### src/rtl/dnn_pkg.sv
// Shared constants and types for the 4-4-2 DNN output layer.
// Holds the default widths, the activation ceiling and the output-layer FSM encoding.
package dnn_pkg;

    localparam int IN_W_DEF  = 12;
    localparam int Q_W_DEF   = 5;
    localparam int W_W_DEF   = 5;
    localparam int SHIFT_DEF = 3;
    localparam int ACC_W_DEF = 12;

    localparam int ACT_MAX = 2**(Q_W_DEF-1) - 1;

    typedef enum logic [1:0] {
        IDLE = 2'd0,
        ACT  = 2'd1,
        MAC  = 2'd2,
        DONE = 2'd3
    } ol_state_t;

endpackage

### src/rtl/output_layer_seq_relu_quant.sv
// ReLU followed by a right shift and a clamp to the largest positive activation.
// Purely combinational; the result is always in the range 0..2^(Q_W-1)-1.
module relu_quant #(
    parameter int IN_W  = 12,
    parameter int Q_W   = 5,
    parameter int SHIFT = 3
) (
    input  logic signed [IN_W-1:0] raw_i,
    output logic signed [Q_W-1:0]  act_o
);

    localparam logic [IN_W-1:0] SAT = IN_W'(2**(Q_W-1) - 1);

    logic [IN_W-1:0] pos_s;
    logic [IN_W-1:0] shr_s;

    // Negative inputs clamp to zero, so the shift is on a non-negative value.
    always_comb begin
        if (raw_i[IN_W-1]) begin
            pos_s = '0;
        end else begin
            pos_s = raw_i;
        end
        shr_s = pos_s >> SHIFT;
        if (shr_s > SAT) begin
            act_o = SAT[Q_W-1:0];
        end else begin
            act_o = shr_s[Q_W-1:0];
        end
    end

endmodule

### src/rtl/output_layer_seq.sv
// Output layer of the 4-4-2 DNN: captures four hidden results, requantizes them and
// evaluates two output neurons with one shared multiply-accumulate over eight cycles.
module output_layer_seq
    import dnn_pkg::*;
#(
    parameter int IN_W  = IN_W_DEF,
    parameter int Q_W   = Q_W_DEF,
    parameter int W_W   = W_W_DEF,
    parameter int SHIFT = SHIFT_DEF,
    parameter int ACC_W = ACC_W_DEF
) (
    input  logic                    clk,
    input  logic                    rst,
    input  logic                    in_valid,
    input  logic signed [IN_W-1:0]  in0,
    input  logic signed [IN_W-1:0]  in1,
    input  logic signed [IN_W-1:0]  in2,
    input  logic signed [IN_W-1:0]  in3,
    input  logic signed [W_W-1:0]   w48,
    input  logic signed [W_W-1:0]   w58,
    input  logic signed [W_W-1:0]   w68,
    input  logic signed [W_W-1:0]   w78,
    input  logic signed [W_W-1:0]   w49,
    input  logic signed [W_W-1:0]   w59,
    input  logic signed [W_W-1:0]   w69,
    input  logic signed [W_W-1:0]   w79,
    output logic                    in_ready,
    output logic signed [ACC_W-1:0] out0,
    output logic signed [ACC_W-1:0] out1,
    output logic                    out_valid,
    output logic                    overrun
);

    localparam int PROD_W = Q_W + W_W;

    ol_state_t state_q, state_d;

    logic signed [IN_W-1:0]  in_s      [4];
    logic signed [W_W-1:0]   w8_s      [4];
    logic signed [W_W-1:0]   w9_s      [4];
    logic signed [IN_W-1:0]  raw_q     [4];
    logic signed [IN_W-1:0]  raw_d     [4];
    logic signed [Q_W-1:0]   act_new_s [4];
    logic signed [Q_W-1:0]   act_q     [4];
    logic signed [Q_W-1:0]   act_d     [4];
    logic signed [ACC_W-1:0] res_q     [2];
    logic signed [ACC_W-1:0] res_d     [2];

    logic [2:0]              cnt_q, cnt_d;
    logic signed [ACC_W-1:0] acc_q, acc_d;
    logic signed [ACC_W-1:0] out0_q, out0_d, out1_q, out1_d;
    logic                    out_valid_q, out_valid_d;
    logic                    overrun_q, overrun_d;

    logic signed [Q_W-1:0]    act_sel_s;
    logic signed [W_W-1:0]    w_sel_s;
    logic signed [PROD_W-1:0] prod_s;
    logic signed [ACC_W-1:0]  prod_ext_s;
    logic signed [ACC_W-1:0]  sum_s;

    assign in_s[0] = in0;
    assign in_s[1] = in1;
    assign in_s[2] = in2;
    assign in_s[3] = in3;
    assign w8_s[0] = w48;
    assign w8_s[1] = w58;
    assign w8_s[2] = w68;
    assign w8_s[3] = w78;
    assign w9_s[0] = w49;
    assign w9_s[1] = w59;
    assign w9_s[2] = w69;
    assign w9_s[3] = w79;

    for (genvar g = 0; g < 4; g++) begin : g_rq
        relu_quant #(
            .IN_W  (IN_W),
            .Q_W   (Q_W),
            .SHIFT (SHIFT)
        ) u_rq (
            .raw_i (raw_q[g]),
            .act_o (act_new_s[g])
        );
    end

    assign in_ready  = (state_q == IDLE) || (state_q == DONE);
    assign out0      = out0_q;
    assign out1      = out1_q;
    assign out_valid = out_valid_q;
    assign overrun   = overrun_q;

    // cnt[2] picks the neuron, cnt[1:0] the hidden input; the width rule keeps the sum from wrapping.
    always_comb begin
        act_sel_s = act_q[cnt_q[1:0]];
        if (cnt_q[2]) begin
            w_sel_s = w9_s[cnt_q[1:0]];
        end else begin
            w_sel_s = w8_s[cnt_q[1:0]];
        end
        prod_s     = PROD_W'(act_sel_s) * PROD_W'(w_sel_s);
        prod_ext_s = {{(ACC_W-PROD_W){prod_s[PROD_W-1]}}, prod_s};
        sum_s      = acc_q + prod_ext_s;
    end

    // State register.
    always_ff @(posedge clk) begin
        if (rst) begin
            state_q <= IDLE;
        end else begin
            state_q <= state_d;
        end
    end

    // Next-state logic.
    always_comb begin
        state_d = state_q;
        case (state_q)
            IDLE:    state_d = in_valid ? ACT : IDLE;
            ACT:     state_d = MAC;
            MAC:     state_d = (cnt_q == 3'd7) ? DONE : MAC;
            DONE:    state_d = in_valid ? ACT : IDLE;
            default: state_d = IDLE;
        endcase
    end

    // Datapath and output next values.
    always_comb begin
        raw_d       = raw_q;
        act_d       = act_q;
        res_d       = res_q;
        cnt_d       = cnt_q;
        acc_d       = acc_q;
        out0_d      = out0_q;
        out1_d      = out1_q;
        out_valid_d = 1'b0;
        overrun_d   = overrun_q | (in_valid & ~in_ready);
        case (state_q)
            IDLE: begin
                if (in_valid) begin
                    raw_d = in_s;
                end else begin
                    raw_d = raw_q;
                end
            end
            ACT: begin
                act_d = act_new_s;
                cnt_d = 3'd0;
                acc_d = '0;
            end
            MAC: begin
                cnt_d = cnt_q + 3'd1;
                if (cnt_q[1:0] == 2'd3) begin
                    res_d[cnt_q[2]] = sum_s;
                    acc_d           = '0;
                end else begin
                    acc_d = sum_s;
                end
            end
            DONE: begin
                out0_d      = res_q[0];
                out1_d      = res_q[1];
                out_valid_d = 1'b1;
                if (in_valid) begin
                    raw_d = in_s;
                end else begin
                    raw_d = raw_q;
                end
            end
            default: begin
                cnt_d = 3'd0;
                acc_d = '0;
            end
        endcase
    end

    // Datapath registers; reset abandons any job in flight and clears every output.
    always_ff @(posedge clk) begin
        if (rst) begin
            for (int i = 0; i < 4; i++) begin
                raw_q[i] <= '0;
                act_q[i] <= '0;
            end
            res_q[0]    <= '0;
            res_q[1]    <= '0;
            cnt_q       <= 3'd0;
            acc_q       <= '0;
            out0_q      <= '0;
            out1_q      <= '0;
            out_valid_q <= 1'b0;
            overrun_q   <= 1'b0;
        end else begin
            raw_q       <= raw_d;
            act_q       <= act_d;
            res_q       <= res_d;
            cnt_q       <= cnt_d;
            acc_q       <= acc_d;
            out0_q      <= out0_d;
            out1_q      <= out1_d;
            out_valid_q <= out_valid_d;
            overrun_q   <= overrun_d;
        end
    end

endmodule
### config.mk
export PLATFORM = sky130hd
export DESIGN_NAME = output_layer_seq
export DESIGN_NICKNAME = d
export VERILOG_FILES = /design/src/rtl/dnn_pkg.sv /design/src/rtl/output_layer_seq_relu_quant.sv /design/src/rtl/output_layer_seq.sv
export SDC_FILE = /design/constraint.sdc
export NUM_CORES = 1
export LEC_CHECK = 0
export ABC_AREA = 1
export CAP_MARGIN = 10
export CORE_UTILIZATION = 55
export CTS_CLUSTER_DIAMETER = 60
export CTS_CLUSTER_SIZE = 25
export DETAILED_ROUTE_END_ITERATION = 6
export GPL_ROUTABILITY_DRIVEN = 1
export PLACE_DENSITY = 0.89
export SLEW_MARGIN = 20
export SYNTH_ARGS = -nofsm -noshare
export SYNTH_HDL_FRONTEND = slang
export SYNTH_HIERARCHICAL = 1
export SYNTH_SLANG_ARGS = --single-unit
### constraint.sdc
create_clock -name clk -period 8.12 [get_ports clk]
set_input_delay 1.218 -clock clk [delete_from_list [all_inputs] [get_ports clk]]
set_output_delay 1.218 -clock clk [all_outputs]
set_load 0.02 [all_outputs]
==> results of run 1 <==
-- registers in the layout, summed over array words and instances (netlist names) --
signal / cells
raw_q: 36
res_q: 24
act_q: 20
acc_q: 12
out0: 12
out1: 12
cnt_q: 3
state_q: 2
out_valid: 1
overrun: 1
-- through the flow --
step	setup WS, ps	total power [mW]	area [sq um]	hold WS [ps]	cells
CTS	2400	2.03	8350	463	1142
floorplan	2910	1.10	6760	434	903
detailed placement	2020	1.26	7760	454	1110
finish	2350	2.03	8350	457	1142
global placement	2070	1.24	7760	446	1110
global route	2120	2.15	8350	485	1142
-- area by class of cell --
type / instances / area (sq um)
Tap cell: 147 / 184
Multi-Input combinational cell: 626 / 3630
Inverter: 105 / 394
Clock inverter: 11 / 145
Fill cell: 892 / 3660
Timing Repair Buffer: 109 / 1080
Clock buffer: 21 / 450
Sequential cell: 123 / 2460
-- how the worst min path moves through the flow --
stage | startpoint | end | slack, ps | cells after the start
after detailed placement | act_q[9] | act_q[9] | 450 | 2
final | act_q[9] | act_q[9] | 460 | 2
after CTS | act_q[9] | act_q[9] | 460 | 2
after global routing | act_q[9] | act_q[9] | 490 | 2
after floorplan | act_q[14] | act_q[14] | 430 | 2
after global placement | act_q[9] | act_q[9] | 450 | 2
-- tightest hold or removal path: stages, from the launching register on --
cell and delay [ps]:
sky130_fd_sc_hd__dfxtp_1 290, sky130_fd_sc_hd__inv_1 60, sky130_fd_sc_hd__a21oi_1 60
-- routing by layer --
metal  part of all wire  routed length (microns)  up-vias  GRT usage
li1                   -                        -     3032          -
met1               0.43                     7090     2869      0.332
met2               0.47                     7700      256      0.455
met3              0.074                     1200       38     0.0670
met4              0.023                      384        0      0.101
met5                  0                        0        -          0
-- report_power, final --
part / switching, mW / leakage, nW / internal (mW)
Sequential: 0.0230 / 1.00 / 0.647
Clock: 0.270 / 0.283 / 0.489
Combinational: 0.377 / 2.53 / 0.228
==> metrics list, run 1 <==
* Fraction of layout instances using a drive strength above 1: 0.0623
* Number of cells on the critical path: 19
- Critical path required time: 8370 ps
- The initial utilization of the core area, before any placement, comes to 0.563.
- Clk Latency, worst-skew pair: 420 ps
- Arrival time worst endpoint: 6020 ps
- Crit-path slowest cell: sky130_fd_sc_hd__fa_1
* Leakage power: 3.82 nW
- Maximum achievable frequency: 173 MHz
- During synthesis, Yosys emitted a total of 6 warnings.
- TritonCTS sink count: 123
- Setup repair after global routing left no endpoint under its margin.
- Core occupancy in the finished layout: 0.695
- Power density over the cells: 244 nW/um^2
- The worst-case IR drop observed on VDD is 0.000159 V.
- Synth Cell Area: 6760 sq um
- After technology mapping, the gate count stands at 903.
* Post-route fraction of the period consumed by the critical path: 0.711
- In this run the register-to-register setup slack is 2570 ps.
* Hold buffer count at CTS: 0
- Measured along the x axis, the die boundary spans 113 microns.
- The tightest min-delay check is of the reg -> reg type.
- The critical path starts at w68[0].
- Crit path launch type: input port
* Final WL: 16,400 microns
- In the final routed layout, each cell accounts on average for 14.3 microns.
- The first TritonRoute pass finished after 7 iterations.
- Most common cell after layout, fill and taps aside: sky130_fd_sc_hd__nor2_1
- After clock tree synthesis, the clock-pin slew on the worst setup and hold paths is 50 ps.
* Die area: 12,700 sq um
- Via density per instance: 5.42
- The signal on the critical path passes through clkdlybuf4s50_1, o21ai_0, o221ai_1, nand2_1, nor2_2, inv_1, fa_1, fa_1, fa_1, inv_1, fa_1, inv_1, fa_1, inv_1, nand3_1, nand2_1, xor2_1, or2_1, a21oi_1.
- STA classifies the critical path endpoint as a flop.
* Count of buffer and inverter cells on the critical path: 5
- The initialized floorplan defines 40 standard-cell rows.
* Max-cap check violation count: 0
- The longest clock path from root to sink contains 2 buffers.
- Synth Net Count: 1,056
* Time the worst path needs with I/O delays and setup: 5770 ps
* Critical Path Fanout Max: 7
* Setup TNS: 0 ps
- The endpoint identified for the worst register-to-register timing path is acc_q[7].
- Among the stages of the critical path, the cell type that occurs most often is sky130_fd_sc_hd__fa_1.
* Final estimated routing congestion in global placement: 0.874
* Crit path kind: in -> reg
- The die is 113 microns tall.
- The via count of the first global-routing pass was 6,027.
- Global routing finished with a remaining overflow of 0.
* Floorplan core area: 12,000 sq um
- Global-route wire length before repair: 27,300 microns
- Count of routing violations after the opening detailed-route iteration: 407
* Worst Reg2Reg Path Length in Cells: 19
* GRT Total Usage: 0.269
- Across the routed clock network, the largest skew measured is 7.64 ps.
* Area overhead of the layout relative to synthesis: 23.6%
* Count of input and output buffers: 105
- In this run the remaining antenna-violating nets after routing total 0.
* Category of cells accounting for the largest share of critical-path delay: adder cells
- TritonCTS built the clock tree.
* Setup crit end: acc_q[7]
* Final net count: 1,135
- DRC Markers: 5
- Hold violation count in the final report: 0
* Antenna cells: 0
- Worst slew margin relative to its limit: 0.342
- Post-CTS setup buffer count: 0
- The initial antenna violation count is 0.
- The final reports fail on DRC.
- TritonCTS buffer count: 17
- Final setup violation count: 0
* I/O pins: 118
- The H-tree was split into 4 levels.
* Slowest stage delay, CP: 560 ps
- CTS placed an instance of sky130_fd_sc_hd__clkbuf_16 at the clock tree root.
- Detail Placement HPWL: 10,600 microns
* Maximum number of pins on one net before global-route repair: 58
- Averaged over all synthesized cells, the footprint is 7.48 sq um.
- For the pin with the worst max-slew slack, the measured transition is 985 ps.
* Number of vias in the routed layout: 6,195
- Run status: finished, violations left
* Top library cells by usage in the layout, fill and taps aside: sky130_fd_sc_hd__nor2_1 (219), sky130_fd_sc_hd__dfxtp_1 (123), sky130_fd_sc_hd__o21ai_0 (109)
- The final-report max-slew violation count came to 0.
- Number of instances resized during post-cts repair: 0
- Launch point of the worst reg-to-reg path: cnt_q[1]
(Power assumes the default switching activity.)
==> run 2: changes to the inputs <==
- CORE_UTILIZATION: 55 -> 49
- PLACE_DENSITY: 0.89 -> 0.84
- clock period: 8.12 -> 5.08 ns (I/O delays scaled with it)
==> metrics list, run 2 (synthesis results as in run 1) <==
* Antenna cells: 0 (unchanged)
- The total routed wirelength is 17,200 microns (+5.0%).
* Hold buffer count at CTS: 0 (unchanged)
* Top library cells by usage in the layout, fill and taps aside: sky130_fd_sc_hd__nor2_1 (219), sky130_fd_sc_hd__dfxtp_1 (122), sky130_fd_sc_hd__o21ai_0 (107)
- The internal portion of total power was 2.52 mW (+85%).
* Net switching power: 1.16 mW (+73%)
* Most common cell on crit path: sky130_fd_sc_hd__nand2_1
* Effective utilization at floorplan: 0.506 (-0.0563)
- Transition at the pin with the smallest max-transition slack: 1060 ps (+74.6 ps)
- Global-route wire length before repair: 28,400 microns (+3.9%)
- Leakage power: 4.05 nW (+6.2%)
* Crit path launch type: input port
* Power density over the cells: 416 nW/um^2 (+71%)
* Worst slew margin relative to its limit: 0.293 (-0.0485)
- Critical path required time: 5380 ps (-2990 ps)
- The largest net degree at the start of global routing is 63 (+8.6%).
* CTS max path bufs: 2 (unchanged)
- The critical path is of the in -> reg type.
- The number of endpoints with negative hold slack in the final report is 0 (unchanged).
- The sum of buffers and inverters on the critical path came to 6 (+1).
- Worst IR Drop VDD: 0.000276 V (+73%)
- PnR Total Power: 3.68 mW (+81%)
- The overall routing resource usage was 0.249 (-0.0197).
- Floorplan core area: 13,300 sq um (+11%)
- The final antenna-violating net count is 0 (unchanged).
- The largest individual stage delay along the critical path comes from the cell sky130_fd_sc_hd__fa_1.
- Maximum achievable frequency: 205 MHz
* Average wire per cell in the routed design: 14.3 microns (-0.63%)
- Slowest stage delay, CP: 500 ps (-60 ps)
- Category of cells accounting for the largest share of critical-path delay: adder cells
* DRC Markers: 0 (-5)
- The overall die width is 119 microns (+5.8%).
- The net count reported at finish is 1,171 (+3.2%).
* Remaining global-route overflow: 0 (unchanged)
- The routed via count was 6,290 (+1.5%).
* Registers with the highest flip-flop counts: raw_q: 36 flops, res_q: 24 flops, act_q: 20 flops
- Critical Path Fanout Max: 6 (-1)
- Of the available clock period, the critical path in the final layout requires 0.959.
- Arrival time worst endpoint: 5180 ps (-840 ps)
- The cell row count came to 42 (+5.0%).
- Clock tree from TritonCTS: done
* Clock Pin Slew Worst Setup and Hold Paths: 60 ps (about the same)
- The chip height is 119 microns (+5.8%).
- More flip-flops sit in one register than any other, and that register is raw_q.
* Run status: finished, final reports clean
* Share of total power consumed by net switching: 0.315 (-0.0138)
* Critical path endpoint category: flop
- Type of the tightest min-delay check: reg -> reg
- Setup WS pre-CTS: -265 ps (-2290 ps)
* Share of total power in combinational logic: 0.330 (+0.032)
* Htree depth: 4 (unchanged)
- Time the worst path needs with I/O delays and setup: 4870 ps
- The wire length on met1 is 7360 microns (+3.8%).
- Setup TNS: 0 ps (unchanged)
- Clock Power Share: 0.379 (+0.006)
- 1st-pass router iterations: 5 (-2)
- The clock buffer count from CTS was 17 (unchanged).
- The setup skew after layout was 8.47 ps (+0.834 ps).
- I/O pins: 118 (unchanged)
* Flop pwr share: 0.291 (-0.038)
- Final setup violation count: 0 (unchanged)
- The total cell area at the placement stage came to 8060 sq um (+3.9%).
- Die area: 14,300 sq um (+12%)
* Core occupancy in the finished layout: 0.663 (-0.0321)
- The met2 layer wire length in the routed design is 8150 microns (+5.8%).
* Number of max-slew violations in the final report: 0 (unchanged)
* Met3 routed WL: 1270 microns (+5.6%)
* Antenna violations before repair: 0 (unchanged)
* TritonCTS sink count: 123 (unchanged)
- The proportion of layout cells with a drive suffix above 1 was 0.114 (+0.0521).
- In this run the clock root is driven by a sky130_fd_sc_hd__clkbuf_16.
- The estimated wirelength of the detail-placed design came to 11,200 microns (+6.2%).
- The routability-driven placement congestion ratio is 0.861 (-1.4%).
- Largest register FFs: 36 (unchanged)
* Area of all placed cells without fillers: 8850 sq um (+6.0%)
* Clk Latency, worst-skew pair: 420 ps (about the same)
- The via count of the first global-routing pass was 6,239 (+3.5%).
* Most common cell after layout, fill and taps aside: sky130_fd_sc_hd__nor2_1
- The vias per cell is 5.21 (-3.9%).
* Count of routing violations after the opening detailed-route iteration: 393 (-3.4%)
- Top layer used by detailed routing: met4
* Area overhead of the layout relative to synthesis: 31.0%
- Slack of the critical path: 209 ps (-2140 ps)
* Count of input and output buffers: 105 (unchanged)
- Walking the worst path, the cells encountered are clkdlybuf4s50_1, o21ai_1, o221ai_1, nand2_1, nor2_2, inv_2, buf_4, fa_1, inv_1, fa_1, fa_1, ha_1, ha_1, nand2_1, nand2_1, nand2_1, nand3b_1, xor2_1, buf_4, o21ai_0, inv_1.
- Max-cap check violation count: 0 (unchanged)
-- run 2: cell count changes in the layout (fill, tap and decap cells not counted), sizes merged --
cell / before / now
clkinv: 6 / 3
inv: 104 / 107
clkinvlp: 3 / 2
clkbuf: 21 / 19
buf: 4 / 40
bufinv: 3 / 6
-- run 2: metrics by stage --
stage,hold WS (ps),std cells
after floorplan,434,903
after global placement,446,1174
after detailed placement,453,1174
after CTS,462,1206
after global routing,496,1207
final,462,1207
-- run 2: worst min-delay path: stages, from the launching register on --
cell and delay, ps:
sky130_fd_sc_hd__dfxtp_1 290, sky130_fd_sc_hd__inv_1 60, sky130_fd_sc_hd__a21oi_1 60
-- run 2: final cells by class --
type / count / area (sq um)
inverters: 105 / 397
clock buffers: 19 / 443
flip-flops and latches: 123 / 2460
fillers: 1021 / 4500
multi-input cells: 626 / 3730
clock inverters: 13 / 239
well taps: 176 / 220
repair buffers: 145 / 1360
-- run 2: power groups by stage --
stage / sequential [mW] / clock, mW / combinational [mW]
finish: 1.07 / 1.39 / 1.21
CTS: 1.07 / 1.40 / 1.12
detailed placement: 1.09 / 0 / 1.09
floorplan: 1.09 / 0 / 0.672
global route: 1.08 / 1.44 / 1.36
global placement: 1.09 / 0 / 1.06
-- run 2: routing by layer --
metal  GRT usage  vias up
li1            -     3094
met1       0.305     2914
met2       0.417      235
met3      0.0651       47
met4      0.0992        0
met5           0        -
-- run 2: timing repair --
action                                  CTS  global route
pin swaps                                 0            14
endpoints found under the hold margin     0             0
endpoints found under the setup margin    2            19
resized for setup                         1            22
setup buffers                             0             1
-- run 2: final timing paths --
| kind | endpoint | slack, ps | depth (start not counted) | from |
|---|---|---|---|---|
| max | res_q[20] | 210 | 21 | w68[0] |
| min reg2reg | act_q[9] | 460 | 2 | act_q[9] |
| min | act_q[9] | 460 | 2 | act_q[9] |
| max reg2reg | res_q[20] | 310 | 20 | cnt_q[0] |
